**src/rtl/spi_reg_slave_if.sv**
```systemverilog
`default_nettype none
// ============================================================================
// Module      : spi_reg_slave_if
// Description : Bundles the host SPI pins and the register-file strobe bus of
//               spi_reg_slave.
//               slave  modport : seen by spi_reg_slave
//               master modport : seen by the host + register file side
//   SCLK_fromHost / SCSN_fromHost / MOSI_fromHost : host pins (async)
//   MISO_toHost                                   : registered host data out
//   reg_addr[6:0], reg_wdata[7:0]                 : register address / data
//   write_strobe, read_strobe                     : one-cycle requests
//   reg_rdata[7:0]                                : read data, 1 cycle latency
//   frame_active                                  : frame in progress
// Revision    : 1.0  initial release
// ============================================================================
interface spi_reg_slave_if;
  logic       SCLK_fromHost;
  logic       SCSN_fromHost;
  logic       MOSI_fromHost;
  logic       MISO_toHost;
  logic [6:0] reg_addr;
  logic [7:0] reg_wdata;
  logic       write_strobe;
  logic       read_strobe;
  logic [7:0] reg_rdata;
  logic       frame_active;

  modport slave (
    input  SCLK_fromHost, SCSN_fromHost, MOSI_fromHost, reg_rdata,
    output MISO_toHost, reg_addr, reg_wdata, write_strobe, read_strobe,
           frame_active
  );

  modport master (
    output SCLK_fromHost, SCSN_fromHost, MOSI_fromHost, reg_rdata,
    input  MISO_toHost, reg_addr, reg_wdata, write_strobe, read_strobe,
           frame_active
  );
endinterface
`default_nettype wire

```
**src/rtl/spi_reg_slave.sv**
```systemverilog
`default_nettype none
// ============================================================================
// Module      : spi_reg_slave
// Description : Oversampled SPI mode-0 register slave. Host pins are
//               synchronized into SPI_CLK, edges detected, and frames of
//               {RW, ADDR[6:0]} + N data bytes (MSB first) are turned into
//               register write/read strobes with optional auto-increment.
// Ports       : SPI_CLK     - oversampling clock, rising edge
//               EXT_RESET_N - asynchronous active-low reset
//               bus         - spi_reg_slave_if.slave (host pins + reg bus)
// Revision    : 1.0  initial release
// ============================================================================
module spi_reg_slave #(
  parameter int SYNC_STAGES = 2,
  parameter bit AUTO_INC    = 1'b1
) (
  input  logic           SPI_CLK,
  input  logic           EXT_RESET_N,
  spi_reg_slave_if.slave bus
);

  typedef enum logic [1:0] {
    IDLE    = 2'd0,
    CMD     = 2'd1,
    RD_LOAD = 2'd2,
    DATA    = 2'd3
  } state_t;

  state_t r_state;
  state_t w_state_next;

  // Input synchronizers and edge-detect history. Everything resets to 0,
  // including chip select, so a SCSN held low through reset release never
  // looks like a falling edge.
  logic [SYNC_STAGES-1:0] r_sclk_sync;
  logic [SYNC_STAGES-1:0] r_csn_sync;
  logic [SYNC_STAGES-1:0] r_mosi_sync;
  logic                   r_sclk_d;
  logic                   r_csn_d;

  logic w_sclk_s;
  logic w_csn_s;
  logic w_mosi_s;
  logic w_rise;
  logic w_fall;
  logic w_csn_fall;

  logic [2:0] r_bit_cnt;
  logic [6:0] r_rx;        // bits received so far in the current byte
  logic [6:0] r_tx;        // read bits still to be presented after MISO
  logic       r_rw;
  logic       r_miso;
  logic [6:0] r_reg_addr;
  logic [7:0] r_reg_wdata;
  logic       r_write_strobe;
  logic       r_read_strobe;

  logic [7:0] w_byte;
  logic       w_byte_done;

  always_ff @(posedge SPI_CLK or negedge EXT_RESET_N) begin
    if (!EXT_RESET_N) begin
      r_sclk_sync <= '0;
      r_csn_sync  <= '0;
      r_mosi_sync <= '0;
      r_sclk_d    <= 1'b0;
      r_csn_d     <= 1'b0;
    end else begin
      r_sclk_sync <= {r_sclk_sync[SYNC_STAGES-2:0], bus.SCLK_fromHost};
      r_csn_sync  <= {r_csn_sync[SYNC_STAGES-2:0],  bus.SCSN_fromHost};
      r_mosi_sync <= {r_mosi_sync[SYNC_STAGES-2:0], bus.MOSI_fromHost};
      r_sclk_d    <= w_sclk_s;
      r_csn_d     <= w_csn_s;
    end
  end

  assign w_sclk_s    = r_sclk_sync[SYNC_STAGES-1];
  assign w_csn_s     = r_csn_sync[SYNC_STAGES-1];
  assign w_mosi_s    = r_mosi_sync[SYNC_STAGES-1];
  assign w_rise      =  w_sclk_s & ~r_sclk_d;
  assign w_fall      = ~w_sclk_s &  r_sclk_d;
  assign w_csn_fall  = ~w_csn_s  &  r_csn_d;

  // Byte as it will look after the current rising edge is shifted in.
  assign w_byte      = {r_rx, w_mosi_s};
  assign w_byte_done = w_rise && (r_bit_cnt == 3'd7);

  always_ff @(posedge SPI_CLK or negedge EXT_RESET_N) begin
    if (!EXT_RESET_N) begin
      r_state <= IDLE;
    end else begin
      r_state <= w_state_next;
    end
  end

  // A read request spends its strobe cycle in CMD/DATA; RD_LOAD is the
  // following cycle, when the register file's data is valid.
  always_comb begin
    w_state_next = r_state;
    if (w_csn_s) begin
      w_state_next = IDLE;
    end else begin
      case (r_state)
        IDLE:    if (w_csn_fall) w_state_next = CMD;
        CMD: begin
          if (r_read_strobe) begin
            w_state_next = RD_LOAD;
          end else if (w_byte_done && !w_byte[7]) begin
            w_state_next = DATA;
          end
        end
        RD_LOAD: w_state_next = DATA;
        DATA:    if (r_read_strobe) w_state_next = RD_LOAD;
        default: w_state_next = IDLE;
      endcase
    end
  end

  always_ff @(posedge SPI_CLK or negedge EXT_RESET_N) begin
    if (!EXT_RESET_N) begin
      r_bit_cnt      <= 3'd0;
      r_rx           <= 7'd0;
      r_tx           <= 7'd0;
      r_rw           <= 1'b0;
      r_miso         <= 1'b0;
      r_reg_addr     <= 7'd0;
      r_reg_wdata    <= 8'd0;
      r_write_strobe <= 1'b0;
      r_read_strobe  <= 1'b0;
    end else begin
      r_write_strobe <= 1'b0;
      r_read_strobe  <= 1'b0;

      // Writes present the current address with the strobe, then advance.
      if (r_write_strobe && AUTO_INC) begin
        r_reg_addr <= r_reg_addr + 7'd1;
      end

      if (w_csn_s) begin
        r_bit_cnt <= 3'd0;
        r_miso    <= 1'b0;
      end else begin
        case (r_state)
          CMD: begin
            if (w_rise) begin
              r_rx      <= w_byte[6:0];
              r_bit_cnt <= r_bit_cnt + 3'd1;
              if (r_bit_cnt == 3'd7) begin
                r_reg_addr    <= w_byte[6:0];
                r_rw          <= w_byte[7];
                r_read_strobe <= w_byte[7];
              end
            end
          end
          RD_LOAD: begin
            r_tx   <= bus.reg_rdata[6:0];
            r_miso <= bus.reg_rdata[7];
          end
          DATA: begin
            if (w_rise) begin
              r_rx      <= w_byte[6:0];
              r_bit_cnt <= r_bit_cnt + 3'd1;
              if (r_bit_cnt == 3'd7) begin
                if (r_rw) begin
                  // Reads advance first so the prefetch targets the next byte.
                  r_reg_addr    <= r_reg_addr + {6'd0, AUTO_INC};
                  r_read_strobe <= 1'b1;
                end else begin
                  r_reg_wdata    <= w_byte;
                  r_write_strobe <= 1'b1;
                end
              end
            end else if (w_fall && r_rw && (r_bit_cnt != 3'd0)) begin
              // The fall right after a byte boundary keeps the freshly
              // loaded MSB on MISO for the host's first sample.
              r_miso <= r_tx[6];
              r_tx   <= {r_tx[5:0], 1'b0};
            end
          end
          default: ;
        endcase
      end
    end
  end

  assign bus.MISO_toHost  = r_miso;
  assign bus.reg_addr     = r_reg_addr;
  assign bus.reg_wdata    = r_reg_wdata;
  assign bus.write_strobe = r_write_strobe;
  assign bus.read_strobe  = r_read_strobe;
  assign bus.frame_active = (r_state != IDLE);

endmodule
`default_nettype wire

```
**src/flat_wrapper.sv**
```systemverilog
// flat-port wrapper written by rule: the top's interface ports become plain ports
module spi_reg_slave_flat 
#(
  parameter int SYNC_STAGES = 2,
  parameter bit AUTO_INC    = 1'b1
)
  (SPI_CLK, EXT_RESET_N, bus_SCLK_fromHost, bus_SCSN_fromHost, bus_MOSI_fromHost, bus_reg_rdata, bus_MISO_toHost, bus_reg_addr, bus_reg_wdata, bus_write_strobe, bus_read_strobe, bus_frame_active);
  spi_reg_slave_if bus_i ();
  input  logic SPI_CLK;
  input  logic EXT_RESET_N;
  input wire logic [$bits(bus_i.SCLK_fromHost)-1:0] bus_SCLK_fromHost;
  input wire logic [$bits(bus_i.SCSN_fromHost)-1:0] bus_SCSN_fromHost;
  input wire logic [$bits(bus_i.MOSI_fromHost)-1:0] bus_MOSI_fromHost;
  input wire logic [$bits(bus_i.reg_rdata)-1:0] bus_reg_rdata;
  output wire logic [$bits(bus_i.MISO_toHost)-1:0] bus_MISO_toHost;
  output wire logic [$bits(bus_i.reg_addr)-1:0] bus_reg_addr;
  output wire logic [$bits(bus_i.reg_wdata)-1:0] bus_reg_wdata;
  output wire logic [$bits(bus_i.write_strobe)-1:0] bus_write_strobe;
  output wire logic [$bits(bus_i.read_strobe)-1:0] bus_read_strobe;
  output wire logic [$bits(bus_i.frame_active)-1:0] bus_frame_active;
  assign bus_i.SCLK_fromHost = bus_SCLK_fromHost;
  assign bus_i.SCSN_fromHost = bus_SCSN_fromHost;
  assign bus_i.MOSI_fromHost = bus_MOSI_fromHost;
  assign bus_i.reg_rdata = bus_reg_rdata;
  assign bus_MISO_toHost = bus_i.MISO_toHost;
  assign bus_reg_addr = bus_i.reg_addr;
  assign bus_reg_wdata = bus_i.reg_wdata;
  assign bus_write_strobe = bus_i.write_strobe;
  assign bus_read_strobe = bus_i.read_strobe;
  assign bus_frame_active = bus_i.frame_active;
  spi_reg_slave #(.SYNC_STAGES(SYNC_STAGES), .AUTO_INC(AUTO_INC)) u_core (.SPI_CLK(SPI_CLK), .EXT_RESET_N(EXT_RESET_N), .bus(bus_i));
endmodule
```
**config.mk**
```make
export PLATFORM = sky130hd
export DESIGN_NAME = spi_reg_slave_flat
export DESIGN_NICKNAME = d
export VERILOG_FILES = /design/src/rtl/spi_reg_slave_if.sv /design/src/rtl/spi_reg_slave.sv /design/src/flat_wrapper.sv
export SDC_FILE = /design/constraint.sdc
export NUM_CORES = 1
export LEC_CHECK = 0
export ABC_AREA = 1
export BUFFER_PORTS_ARGS = -buffer_cell sky130_fd_sc_hd__buf_2
export CAP_MARGIN = 10
export CORE_AREA = 2 2 66 68
export DETAILED_ROUTE_END_ITERATION = 8
export DIE_AREA = 0 0 68 70
export PLACE_DENSITY = 0.82
export REMOVE_ABC_BUFFERS = 1
export SLEW_MARGIN = 20
export SYNTH_ARGS = -nofsm -noshare
export SYNTH_HDL_FRONTEND = slang
export SYNTH_SLANG_ARGS = --single-unit
```
**constraint.sdc**
```tcl
create_clock -name SPI_CLK -period 3.95 [get_ports SPI_CLK]
set_input_delay 0.1975 -clock SPI_CLK [delete_from_list [all_inputs] [get_ports SPI_CLK]]
set_output_delay 0.1975 -clock SPI_CLK [all_outputs]
set_load 0.02 [all_outputs]
```
# ---- Word level (Yosys, flattened, before mapping)
# Cells that the tools add are included.
dict set report totals {
  ff_bits 46
  input_bits 13
  out_inout_bits 19
  wordCells 91
}
dict set report classes {
  add_sub_neg 2
  n_eq_ne 11
  muxes 36
  n_bitwise 7
  n_reduce_logical 20
}
# op n
set ops {}
lappend ops {{two-way mux 7 bit} 9}
lappend ops {{case mux 7 bit (2 select lines)} 2}
lappend ops {{two-way mux 1 bit} 14}
lappend ops {{two-way mux 2 bit} 5}
lappend ops {{two-way mux 3 bit} 3}
lappend ops {{inequality test 3 x 1 -> 1 bit, second input constant} 3}
lappend ops {{AND reduction 3 bit} 3}
lappend ops {{case mux 2 bit (4 select lines)} 1}
lappend ops {{AND reduction 4 bit} 2}
lappend ops {{nonzero test 2 bit} 4}
lappend ops {{adder 7 x 1 -> 7 bit, second input constant} 1}
lappend ops {{nonzero test 3 bit} 2}
lappend ops {{AND reduction 5 bit} 1}
lappend ops {{== test 2 bit, second input constant} 2}
lappend ops {{logical AND 1 bit} 4}
lappend ops {{inequality test 4 x 1 -> 1 bit, second input constant} 1}
lappend ops {{NOT 1 bit} 4}
lappend ops {{case mux 1 bit (2 select lines)} 2}
lappend ops {{adder 3 x 1 -> 3 bit, second input constant} 1}
lappend ops {{bitwise AND 1 bit} 3}
lappend ops {{== test 3 bit, second input constant} 1}
lappend ops {{inequality test 3 x 2 -> 1 bit, second input constant} 1}
lappend ops {{== test 2 x 1 -> 1 bit, second input constant} 1}
lappend ops {{logical NOT 2 bit} 1}
lappend ops {{5 further kinds} 5}

# ---- Longest topological paths before layout
# Gate-level depths: netlist of the first run.
dict set report depth {
  depth_word 8
  ltp_mapped 11
  depth_no_buf 11
}

# ---- Least setup slack after synthesis of the first run
# Ideal clock, no wire load.
dict set report synth_path {
  path_kind {register -> register}
  start {register u_core.r_bit_cnt[0]}
  end {register u_core.r_reg_addr[2] (netlist: u_core.bus.reg_addr[2])}
  setup_ns 0.117
  arrival_ns 1.459
  required_time_ns 3.833
  setup_slack_ns 2.374
  path_stages_with_launch 10
  n_path_buf 1
  period_less_slack_ns 1.576
  cell_sequence {dfrtp_1 -> ha_1 -> ha_1 -> nand3_4 -> inv_1 -> buf_2 -> o21ai_0 -> o21ai_0 -> nand2_1 -> nand2_1}
}
dict set report synth_via {
  elab_chain_len 5
  word_cells_on_any_way 7
  cone_classes {eq/ne (1); mux (6)}
}
# element line
set synth_lines {}
lappend synth_lines {{start: declaration} spi_reg_slave.sv:48} ;# logic [2:0] r_bit_cnt;
lappend synth_lines {{start signal: assignment} spi_reg_slave.sv:147} ;# r_bit_cnt <= r_bit_cnt + 3'd1;
lappend synth_lines {{start signal: assignment} spi_reg_slave.sv:162} ;# r_bit_cnt <= r_bit_cnt + 3'd1;
lappend synth_lines {{== test 3 bit *} {spi_reg_slave.sv:148, spi_reg_slave.sv:163}}
lappend synth_lines {{two-way mux 7 bit, on equally long branches} {spi_reg_slave.sv:163, spi_reg_slave.sv:148}}
lappend synth_lines {{two-way mux 7 bit, on equally long branches} {spi_reg_slave.sv:160, spi_reg_slave.sv:145}}
lappend synth_lines {{case mux 7 bit (2 select lines) *} spi_reg_slave.sv:143} ;# case (r_state)
lappend synth_lines {{two-way mux 7 bit *} spi_reg_slave.sv:139} ;# if (w_csn_s) begin
lappend synth_lines {{end signal: assignment} spi_reg_slave.sv:136} ;# r_reg_addr <= r_reg_addr + 7'd1;
lappend synth_lines {{end signal: assignment} spi_reg_slave.sv:149} ;# r_reg_addr <= w_byte[6:0];
lappend synth_lines {{end signal: assignment} spi_reg_slave.sv:166} ;# r_reg_addr <= r_reg_addr + {6'd0, AUTO_INC};
lappend synth_lines {{end: declaration} spi_reg_slave.sv:53} ;# logic [6:0] r_reg_addr;
# Every way passes the cells marked *; elsewhere a longest branch is shown, timed or not.
# A chain may end at the register's enable or synchronous reset.

# ---- Worst setup path in the final report of the first run
# Ends and elaborated chain as after synthesis.

==> results_dict.tcl, run 1 <==
set metrics [dict create \
    status "complete, no violations" \
    vias 1998 \
    postRouteAntennaNets 0 \
    htree_levels 2 \
    hp-class "input port to flop" \
    drive_above_1_share_pct 16.67 \
    synth_compound_area_share_pct 15.11 \
    via_per_inst 5.314 \
    synth_top_family_by_area "simple AND/OR/NAND/NOR gates" \
    synth-seq-area-share_pct 48.60 \
    hold_buffers 0 \
    antenna_found_initial 0 \
    netlist_instances 288 \
    ys_ff_latch 46 \
    dr.pass1.iters 4 \
    place_area_um2 2540 \
    max_slew_margin_pct 61.99 \
    post_cts_buffers 0 \
    hold_slack_ns 0.1844 \
    final_common_cell "nand2_1" \
    critPathLaunchType "flop" \
    endpoint_kind "flop" \
    rsz0062_at_grt "false" \
    synthDistinctLibCells 28 \
    dieArea_um2 4760 \
    worst_ir_drop_vdd_v 0.0004024 \
    wire_per_inst_um 13.09 \
    fin_ws_ns 2.116 \
    cts_root_buffer "clkbuf_8" \
    timing.fmax_mhz 545.4 \
    numCtsBuffers 5 \
    worst_ep_arrival_time_ns 2.02 \
    syn_area_per_cell_um2 8.224 \
    hold_path_end "u_core.r_tx[0]$_DFFE_PN0P_" \
    fin_area_um2 2678 \
    skew_ns 0.009702 \
    r2r_start "u_core.r_bit_cnt[0]$_DFFE_PN0P_" \
    multiInputGateArea_um2 1026 \
    dpl_worst_slack_ns 2.142 \
    gr-total-overflow 0 \
    yosysWarnings 0 \
    path_max_fanout 10 \
    grt_max_degree 47 \
    syn_area_um2 2369 \
    hold_path_depth 3 \
    synth_fa_ha_area_share_pct 2.113 \
    nFillCells 369 \
    first_global_vias 1951 \
    n_antenna_cell 0 \
    initial_core_util_pct 57.16 \
    reg2reg_slack_ns 2.12 \
    hold_path.startpoint "bus_reg_rdata[0]" \
    drt_iter0_markers 151 \
    drv_slew 0 \
    regArea_um2 1151 \
    period_share_pct 46.42 \
    grt_first_pass_wirelength_mm 8.266 \
    routed_wl_mm 4.923 \
    std_cell_rows 24 \
    final_util_pct 64.61 \
    cts_resized 0 \
    worst_slew_pin_slew_ns 0.5702 \
    hold_viol 0 \
    yosys.area_share.simple_pct 23.19 \
    p_leak_uw 0.001433 \
    tritoncts "built" \
    io_buffers 31 \
    layout_min_cycle_time_ns 1.834 \
    r2r_end "u_core.bus.reg_addr[2]$_DFF_PN0_" \
    core_um2 4144 \
    drv_cap 0 \
    clkTransAtPathRegs_ns 0.09 \
    grt_usage_pct 22.86 \
    criticalPathCategory "flop to flop" \
    required_ns 4.14 \
    area_growth_pct 13.05 \
    gp_congestion 0.8535 \
    dieHeight_um 70 \
    post-dp-hpwl_mm 3.563 \
    die_w_um 68 \
    reg2reg_depth 9 \
    cts_sinks 46 \
    worstSkewPairLatency_ns 0.30 \
    synthXorXnorAreaFrac_pct 0.3698 \
    drc 0 \
    final-setup-viol-count 0 \
    pin_count 32 \
    layout.nets 340 \
    final_cell_mix "nand2_1, dfrtp_1, inv_1, o21ai_0, buf_2" \
    cts_buffer_depth 2 \
    pwr_density_cell_nw_per_um2 389.7 \
    setup-tns-final_ns 0 \
    synthMuxAreaShare_pct 2.536 \
    crit_path_start "u_core.r_bit_cnt[0]$_DFFE_PN0P_" \
]
## report_power, final
| group | internal (uW) | switching [uW] | total, uW |
|---|---|---|---|
| Combinational | 58.9 | 115 | 174 |
| Sequential | 534 | 38.6 | 572 |
| Clock | 141 | 157 | 297 |
| Total | 733 | 310 | 1040 |
## area by class of cell
class | instances | area share (%)
clock inverter | 2 | 0.4673
timing repair buffer | 35 | 7.383
tap | 52 | 2.430
sequential | 46 | 42.99
clock buffer | 6 | 3.084
multi-input combinational | 197 | 38.32
inverter | 38 | 5.327
## logic make-up (layout without fill, tap and decap cells)
logic type      Yosys count  after routing
buf+inv                  45             81
mux                       6              6
compound gates           62             62
xor+xnor                  1              1
fa+ha+maj                 4              4
simple gates            124            124
flops                    46             46
## registers in the layout, summed over array words and instances (netlist names)
signal / flops
u_core.r_sclk_sync: 2
u_core.r_rw: 1
u_core.bus.reg_wdata: 8
u_core.r_state: 2
u_core.bus.MISO_toHost: 1
u_core.r_csn_sync: 2
u_core.r_sclk_d: 1
u_core.r_tx: 7
u_core.r_bit_cnt: 3
u_core.r_mosi_sync: 2
u_core.bus.read_strobe: 1
u_core.r_csn_d: 1
u_core.bus.write_strobe: 1
u_core.r_rx: 7
u_core.bus.reg_addr: 7
## layer usage
layer / routed length [um] / global-route usage [%] / share of wire [%] / vias up
met5: 0 / 0 / 0 / -
met4: 35 / 7.333 / 0.71 / 0
met3: 217 / 5.636 / 4.4 / 4
met2: 2438 / 37.65 / 50 / 57
met1: 2232 / 29.16 / 45 / 938
li1: - / - / - / 999
## worst max-delay path, cell delays in order (launching register included)
cell	delay (ns)
dfrtp_1	0.41
ha_1	0.17
ha_1	0.20
nand3_4	0.16
nor2_4	0.24
inv_1	0.15
o21ai_0	0.16
o21ai_0	0.11
nand2_1	0.06
nand2_1	0.05
## metrics by stage
| stage | instances | power (uW) |
|---|---|---|
| after detailed placement | 364 | 753.1 |
| final | 376 | 1044 |
| after global placement | 364 | 742.2 |
| after floorplan | 281 | 691.7 |
| after global routing | 376 | 1101 |
| after CTS | 372 | 1047 |
## cell usage after synthesis, drive strengths merged
master	number	share of area, %
nor2	10	1.9
a21oi	10	2.1
buf	6	1.9
o211ai	2	0.63
nor3	1	0.21
a211oi	1	0.32
o21bai	2	0.63
mux2i	6	2.5
o311ai	1	0.37
xor2	1	0.37
inv	38	6.0
o21ai	45	11
ha	4	2.1
nand3	24	5.8
nor4	1	0.90
nand2	88	14
dfrtp	46	49
o22ai	1	0.26
clkbuf	1	0.16
## how the worst max path moves through the flow
stage | endpoint | slack [ns]
2_1_floorplan | u_core.bus.reg_addr[4]$_DFF_PN0_ | 2.40
3_3_place_gp | u_core.bus.reg_addr[2]$_DFF_PN0_ | 2.12
3_5_place_dp | u_core.r_tx[4]$_DFFE_PN0P_ | 2.14
4_1_cts | u_core.bus.reg_addr[2]$_DFF_PN0_ | 2.12
5_1_grt | u_core.bus.reg_addr[2]$_DFF_PN0_ | 1.85
6_report | u_core.bus.reg_addr[2]$_DFF_PN0_ | 2.12
(Power assumes the default switching activity.)
==> run 2: changes to the inputs <==
--- a/config.mk
+++ b/config.mk
@@ -8,10 +8,10 @@
 export ABC_AREA = 1
 export BUFFER_PORTS_ARGS = -buffer_cell sky130_fd_sc_hd__buf_2
 export CAP_MARGIN = 10
-export CORE_AREA = 2 2 66 68
+export CORE_AREA = 2 2 72 74
 export DETAILED_ROUTE_END_ITERATION = 8
-export DIE_AREA = 0 0 68 70
-export PLACE_DENSITY = 0.82
+export DIE_AREA = 0 0 74 76
+export PLACE_DENSITY = 0.73
 export REMOVE_ABC_BUFFERS = 1
 export SLEW_MARGIN = 20
 export SYNTH_ARGS = -nofsm -noshare
==> constraint.sdc (replaced) <==
create_clock -name SPI_CLK -period 1.62 [get_ports SPI_CLK]
set_input_delay 0.081 -clock SPI_CLK [delete_from_list [all_inputs] [get_ports SPI_CLK]]
set_output_delay 0.081 -clock SPI_CLK [all_outputs]
set_load 0.02 [all_outputs]
==> run 2 against run 1 <==
  * Worst hold slack got worse by 0.16 ns
  * First-iteration DRC count rose by 43%
  * Worst setup slack got worse by 2.1 ns
  * Sequential power rose by 140%
  * Combinational power rose to 2.6 times the previous value
  * Critical path depth did not move
  * Utilization fell by 6.9 points
  * Sequential share of layout area fell by 2.4 points
  * Cell area rose by 5.9%
  * Via count rose by 0.30%
  * Die area rose by 18%
  * Non-clock buffer count rose by 12
  * Largest cell class unchanged
  * Largest power group unchanged
==> results_dict.tcl, run 2 (same netlist as run 1, synthesis figures left out) <==
set metrics [dict create \
    n_antenna_cell 0 \
    drc 0 \
    critPathLaunchType "flop" \
    worst_slew_pin_slew_ns 0.5538 \
    via_per_inst 4.924 \
    multiInputGateArea_um2 1061 \
    area_growth_pct 19.70 \
    layout.nets 353 \
    final_util_pct 57.72 \
    drv_cap 0 \
    cts_sinks 46 \
    drt_iter0_markers 216 \
    postRouteAntennaNets 0 \
    initial_core_util_pct 48.22 \
    io_buffers 31 \
    worst_ep_arrival_time_ns 1.80 \
    grt_first_pass_wirelength_mm 8.362 \
    final-setup-viol-count 0 \
    cts_root_buffer "clkbuf_8" \
    path_max_fanout 11 \
    max_slew_margin_pct 63.08 \
    hold_path.startpoint "bus_reg_rdata[0]" \
    dieHeight_um 76 \
    fin_area_um2 2835 \
    die_w_um 74 \
    final_common_cell "nand2_1" \
    antenna_found_initial 0 \
    pwr_density_cell_nw_per_um2 906.8 \
    largest_reg_flops 8 \
    cts_buffer_depth 2 \
    layout_min_cycle_time_ns 1.587 \
    htree_levels 2 \
    nFillCells 444 \
    drv_slew 0 \
    hold_viol 0 \
    r2r_start "u_core.r_bit_cnt[1]$_DFFE_PN0P_" \
    required_ns 1.83 \
    wire_per_inst_um 11.98 \
    dpl_worst_slack_ns -0.02013 \
    fin_ws_ns 0.03286 \
    clkTransAtPathRegs_ns 0.10 \
    rsz0062_at_grt "true" \
    post-dp-hpwl_mm 3.572 \
    gp_congestion 0.9061 \
    worstSkewPairLatency_ns 0.31 \
    endpoint_kind "flop" \
    status "complete, no violations" \
    grt_max_degree 25 \
    final_cell_mix "nand2_1, dfrtp_1, inv_1" \
    routed_wl_mm 4.875 \
    regArea_um2 1151 \
    core_um2 4912 \
    timing.fmax_mhz 630.1 \
    period_share_pct 97.97 \
    std_cell_rows 26 \
    gr-total-overflow 0 \
    vias 2004 \
    dr.pass1.iters 4 \
    worst_ir_drop_vdd_v 0.0007356 \
    criticalPathCategory "flop to flop" \
    pin_count 32 \
    drive_above_1_share_pct 21.96 \
    power_uw 2571 \
    p_leak_uw 0.001486 \
    place_area_um2 2635 \
    first_global_vias 1809 \
    skew_ns 0.01059 \
    dieArea_um2 5624 \
    crit_path_start "u_core.r_bit_cnt[1]$_DFFE_PN0P_" \
    tritoncts "built" \
    grt_usage_pct 19.11 \
    numCtsBuffers 5 \
    hp-class "input port to flop" \
]
==> run 2: worst paths after layout <==
check,end,slack [ns],cells after the start
worst max-delay path,u_core.bus.reg_addr[2]$_DFF_PN0_,0.03,9
worst min-delay path,u_core.r_tx[0]$_DFFE_PN0P_,0.03,3
worst max register to register,u_core.bus.reg_addr[2]$_DFF_PN0_,0.03,9
worst min register to register,u_core.r_mosi_sync[1]$_DFF_PN0_,0.35,0
max in group asynchronous,u_core.r_tx[1]$_DFFE_PN0P_,0.82,3
min in group asynchronous,u_core.bus.reg_wdata[5]$_DFFE_PN0P_,0.28,2
==> run 2: power breakdown <==
group          internal (uW)  switching, uW
Sequential              1300            102
Clock                    309            412
Combinational            166            281
Total                   1780            795
==> run 2: metrics by stage <==
step | setup TNS (ns) | cells | hold WS [ns]
floorplan | 0 | 281 | -0.2146
global placement | 0 | 390 | 0.1011
detailed placement | -0.03394 | 390 | 0.1007
CTS | -0.004513 | 403 | 0.04858
global route | -0.6688 | 407 | 0.03504
finish | 0 | 407 | 0.02859
==> run 2: what timing repair did <==
item,4_1_cts,5_1_grt
endpoints found under the hold margin,26,0
hold buffers,4,0
endpoints found under the setup margin,3,24
resized for setup,1,14
setup buffers,0,4
pin swaps,1,3
gates cloned,1,0
==> run 2: worst max-delay path: stages, from the launching register on <==
cell     delay [ns]
dfrtp_1        0.37
ha_2           0.20
ha_4           0.14
nand3_4        0.13
inv_1          0.27
a21oi_1        0.10
o21ai_0        0.08
o21ai_0        0.10
nand2_1        0.06
nand2_1        0.04
==> run 2: area by class of cell <==
| class | instances | area share [%] |
|---|---|---|
| clock buffers | 5 | 2.427 |
| inverters | 38 | 5.119 |
| clock inverters | 3 | 0.8385 |
| well taps | 70 | 3.089 |
| flip-flops and latches | 46 | 40.60 |
| repair buffers | 47 | 10.50 |
| multi-input cells | 198 | 37.42 |
==> run 2: routing by layer <==
metal | track usage, % | wire length [um]
met1 | 26.77 | 2226
met2 | 29.38 | 2321
met3 | 4.762 | 268
met4 | 5.455 | 59
met5 | 0 | 0
==> run 3: changes to the inputs <==
--- a/config.mk
+++ b/config.mk
@@ -9,9 +9,10 @@
 export BUFFER_PORTS_ARGS = -buffer_cell sky130_fd_sc_hd__buf_2
 export CAP_MARGIN = 10
 export CORE_AREA = 2 2 72 74
+export CTS_CLUSTER_SIZE = 16
 export DETAILED_ROUTE_END_ITERATION = 8
 export DIE_AREA = 0 0 74 76
-export PLACE_DENSITY = 0.73
+export PLACE_DENSITY_LB_ADDON = 0.3
 export REMOVE_ABC_BUFFERS = 1
 export SLEW_MARGIN = 20
 export SYNTH_ARGS = -nofsm -noshare
==> run 3 against run 2 <==
  * Critical path depth down 1
  * The flow now finishes with violations (negative setup slack)
  * Total power up 6.6%
  * First-iteration DRC count down 13%
  * Clock skew down 0.0048 ns
  * Cell area up 4.1%
  * Worst setup slack worse by 0.048 ns
  * Clock power up 21%
  * Register-to-register slack worse by 0.05 ns
  * Critical path type unchanged
  * Combinational power up 4%
  * Routed wire length up 9.0%
  * Non-clock buffer count up 7
==> results_dict.tcl, run 3 (same netlist as run 1, synthesis figures left out) <==
set metrics [dict create \
    n_antenna_cell 0 \
    hold_slack_ns 0.03237 \
    fin_area_um2 2952 \
    required_ns 1.82 \
    seq_power_share_pct 51.1 \
    place_area_um2 2635 \
    drc 0 \
    multiInputGateArea_um2 1069 \
    postRouteAntennaNets 0 \
    pwr_density_cell_nw_per_um2 929.0 \
    regArea_um2 1151 \
    drive_above_1_share_pct 23.70 \
    hold_viol 0 \
    status "finished with violations" \
    combPwrFrac_pct 17.0 \
    slowest_stage "dfrtp_1" \
    crit_path_start "u_core.r_bit_cnt[1]$_DFFE_PN0P_" \
    pin_count 32 \
    routed_wl_mm 5.313 \
    r2r_start "u_core.r_bit_cnt[1]$_DFFE_PN0P_" \
    post-dp-hpwl_mm 3.630 \
    nFillCells 430 \
    layout.nets 362 \
    htree_levels 2 \
    numCtsBuffers 5 \
    clkTransAtPathRegs_ns 0.09 \
    drv_cap 0 \
    wire_per_inst_um 12.77 \
    reg2reg_depth 8 \
    via_per_inst 5.082 \
    r2r_end "u_core.bus.reg_wdata[7]$_DFFE_PN0P_" \
    hold_path_depth 3 \
    p_leak_uw 0.001536 \
    std_cell_rows 26 \
    period_share_pct 100.9 \
    worst_ep_arrival_time_ns 1.83 \
    largest_reg_flops 8 \
    gp_congestion 0.9443 \
    rsz0062_at_grt "true" \
    max_stage_delay_ns 0.36 \
    layout_min_cycle_time_ns 1.635 \
    timing.fmax_mhz 611.7 \
    final_cell_mix "nand2_1, dfrtp_1, inv_1" \
    cts_buffer_depth 2 \
    p_int_uw 1937 \
    core_um2 4912 \
    max_slew_margin_pct 63.97 \
    grt_usage_pct 19.47 \
    setup-tns-final_ns -0.09328 \
    gr-total-overflow 0 \
    cts_root_buffer "clkbuf_8" \
    final_common_cell "nand2_1" \
    critPathLaunchType "flop" \
    antenna_found_initial 0 \
    grt_max_degree 25 \
    p_clk_share_pct 32.0 \
    grt_first_pass_wirelength_mm 8.590 \
    initial_core_util_pct 48.22 \
    fin_ws_ns -0.01485 \
    hold_path_end "u_core.r_tx[0]$_DFFE_PN0P_" \
    dr.pass1.iters 4 \
    hp-class "input port to flop" \
    switching_power_uw 805.1 \
    switching_share_pct 29.36 \
    hold_path.startpoint "bus_reg_rdata[0]" \
    violations "negative setup slack" \
    io_buffers 31 \
    vias 2114 \
    worst_ir_drop_vdd_v 0.0007410 \
    first_global_vias 1899 \
    path_cells "ha_2 -> ha_4 -> nand3_4 -> buf_6 -> nor4_4 -> bufinv_8 -> nand2_1 -> o21ai_2" \
    worst_slew_pin_slew_ns 0.5404 \
    path_max_fanout 8 \
    dieArea_um2 5624 \
    criticalPathCategory "flop to flop" \
    final-setup-viol-count 8 \
    die_w_um 74 \
    tritoncts "built" \
    worstSkewPairLatency_ns 0.30 \
    area_growth_pct 24.62 \
    cts_sinks 46 \
    endpoint_kind "flop" \
    drv_slew 0 \
    drt_iter0_markers 187 \
    reg2reg_slack_ns -0.01 \
    dieHeight_um 76 \
    skew_ns 0.005810 \
]
==> run 3: cell types whose count changed in the layout (fill, tap and decap cells not counted), sizes merged <==
cell	change
bufinv	+2
inv	-1
buf	+7
clkinv	+1
==> run 3: layer usage <==
metal | part of all wire (%) | wire [um] | GRT usage (%)
met5 | 0 | 0 | 0
met4 | 2.4 | 126 | 7.273
met3 | 4.8 | 253 | 3.439
met2 | 48 | 2574 | 30.98
met1 | 44 | 2359 | 26.31
==> run 3: worst max path at each step <==
stage | end | slack [ns] | cells past startpoint
2_1_floorplan | u_core.bus.reg_addr[4]$_DFF_PN0_ | 0.07 | 10
3_3_place_gp | u_core.bus.reg_addr[2]$_DFF_PN0_ | 0.02 | 9
3_5_place_dp | u_core.bus.reg_addr[2]$_DFF_PN0_ | -0.02 | 9
4_1_cts | u_core.bus.reg_addr[2]$_DFF_PN0_ | -0.008 | 10
5_1_grt | u_core.bus.reg_addr[2]$_DFF_PN0_ | -0.14 | 10
6_report | u_core.bus.reg_wdata[7]$_DFFE_PN0P_ | -0.01 | 8
==> run 3: cell type report <==
class / count / share of cell area [%]
Clock buffer: 5 / 2.331
Sequential cell: 46 / 39.00
Multi-Input combinational cell: 198 / 36.20
Timing Repair inverter: 2 / 0.4663
Inverter: 38 / 5.426
Clock inverter: 3 / 1.484
Timing Repair Buffer: 54 / 12.12
Tap cell: 70 / 2.967
==> run 3: metrics by stage <==
stage / std cells / worst slack (ns) / util, % / power (uW)
3_3_place_gp: 390 / 0.02185 / 53.64 / 1837
5_1_grt: 416 / -0.1395 / 60.09 / 2904
4_1_cts: 409 / -0.007672 / 58.00 / 2745
6_report: 416 / -0.01485 / 60.09 / 2742
2_1_floorplan: 281 / 0.07302 / - / 1687
3_5_place_dp: 390 / -0.02456 / 53.64 / 1862
==> run 3: what timing repair did <==
item | in CTS | in global routing
endpoints found under the setup margin | 1 | 25
endpoints found under the hold margin | 25 | 0
gates resized for setup | 5 | 20
hold buffers | 4 | 0
cloned | 2 | 1
buffers inserted | 5 | 6
pin swaps | 2 | 8
==> run 3: worst max-delay path: cells and delay by family (launching register included) <==
kind / cells / cell delay [ns]
AND/OR/NAND/NOR: 3 / 0.41
buffers and inverters: 2 / 0.39
flip-flops: 1 / 0.36
adder cells (fa/ha/maj): 2 / 0.33
AO/OA/AOI/OAI: 1 / 0.05
==> run 3: power groups by stage <==
stage | sequential [uW] | combinational, uW | clock [uW]
final | 1400 | 465 | 876
after global routing | 1420 | 541 | 941
after CTS | 1400 | 451 | 896
after detailed placement | 1420 | 444 | 0
after global placement | 1410 | 424 | 0
after floorplan | 1400 | 288 | 0
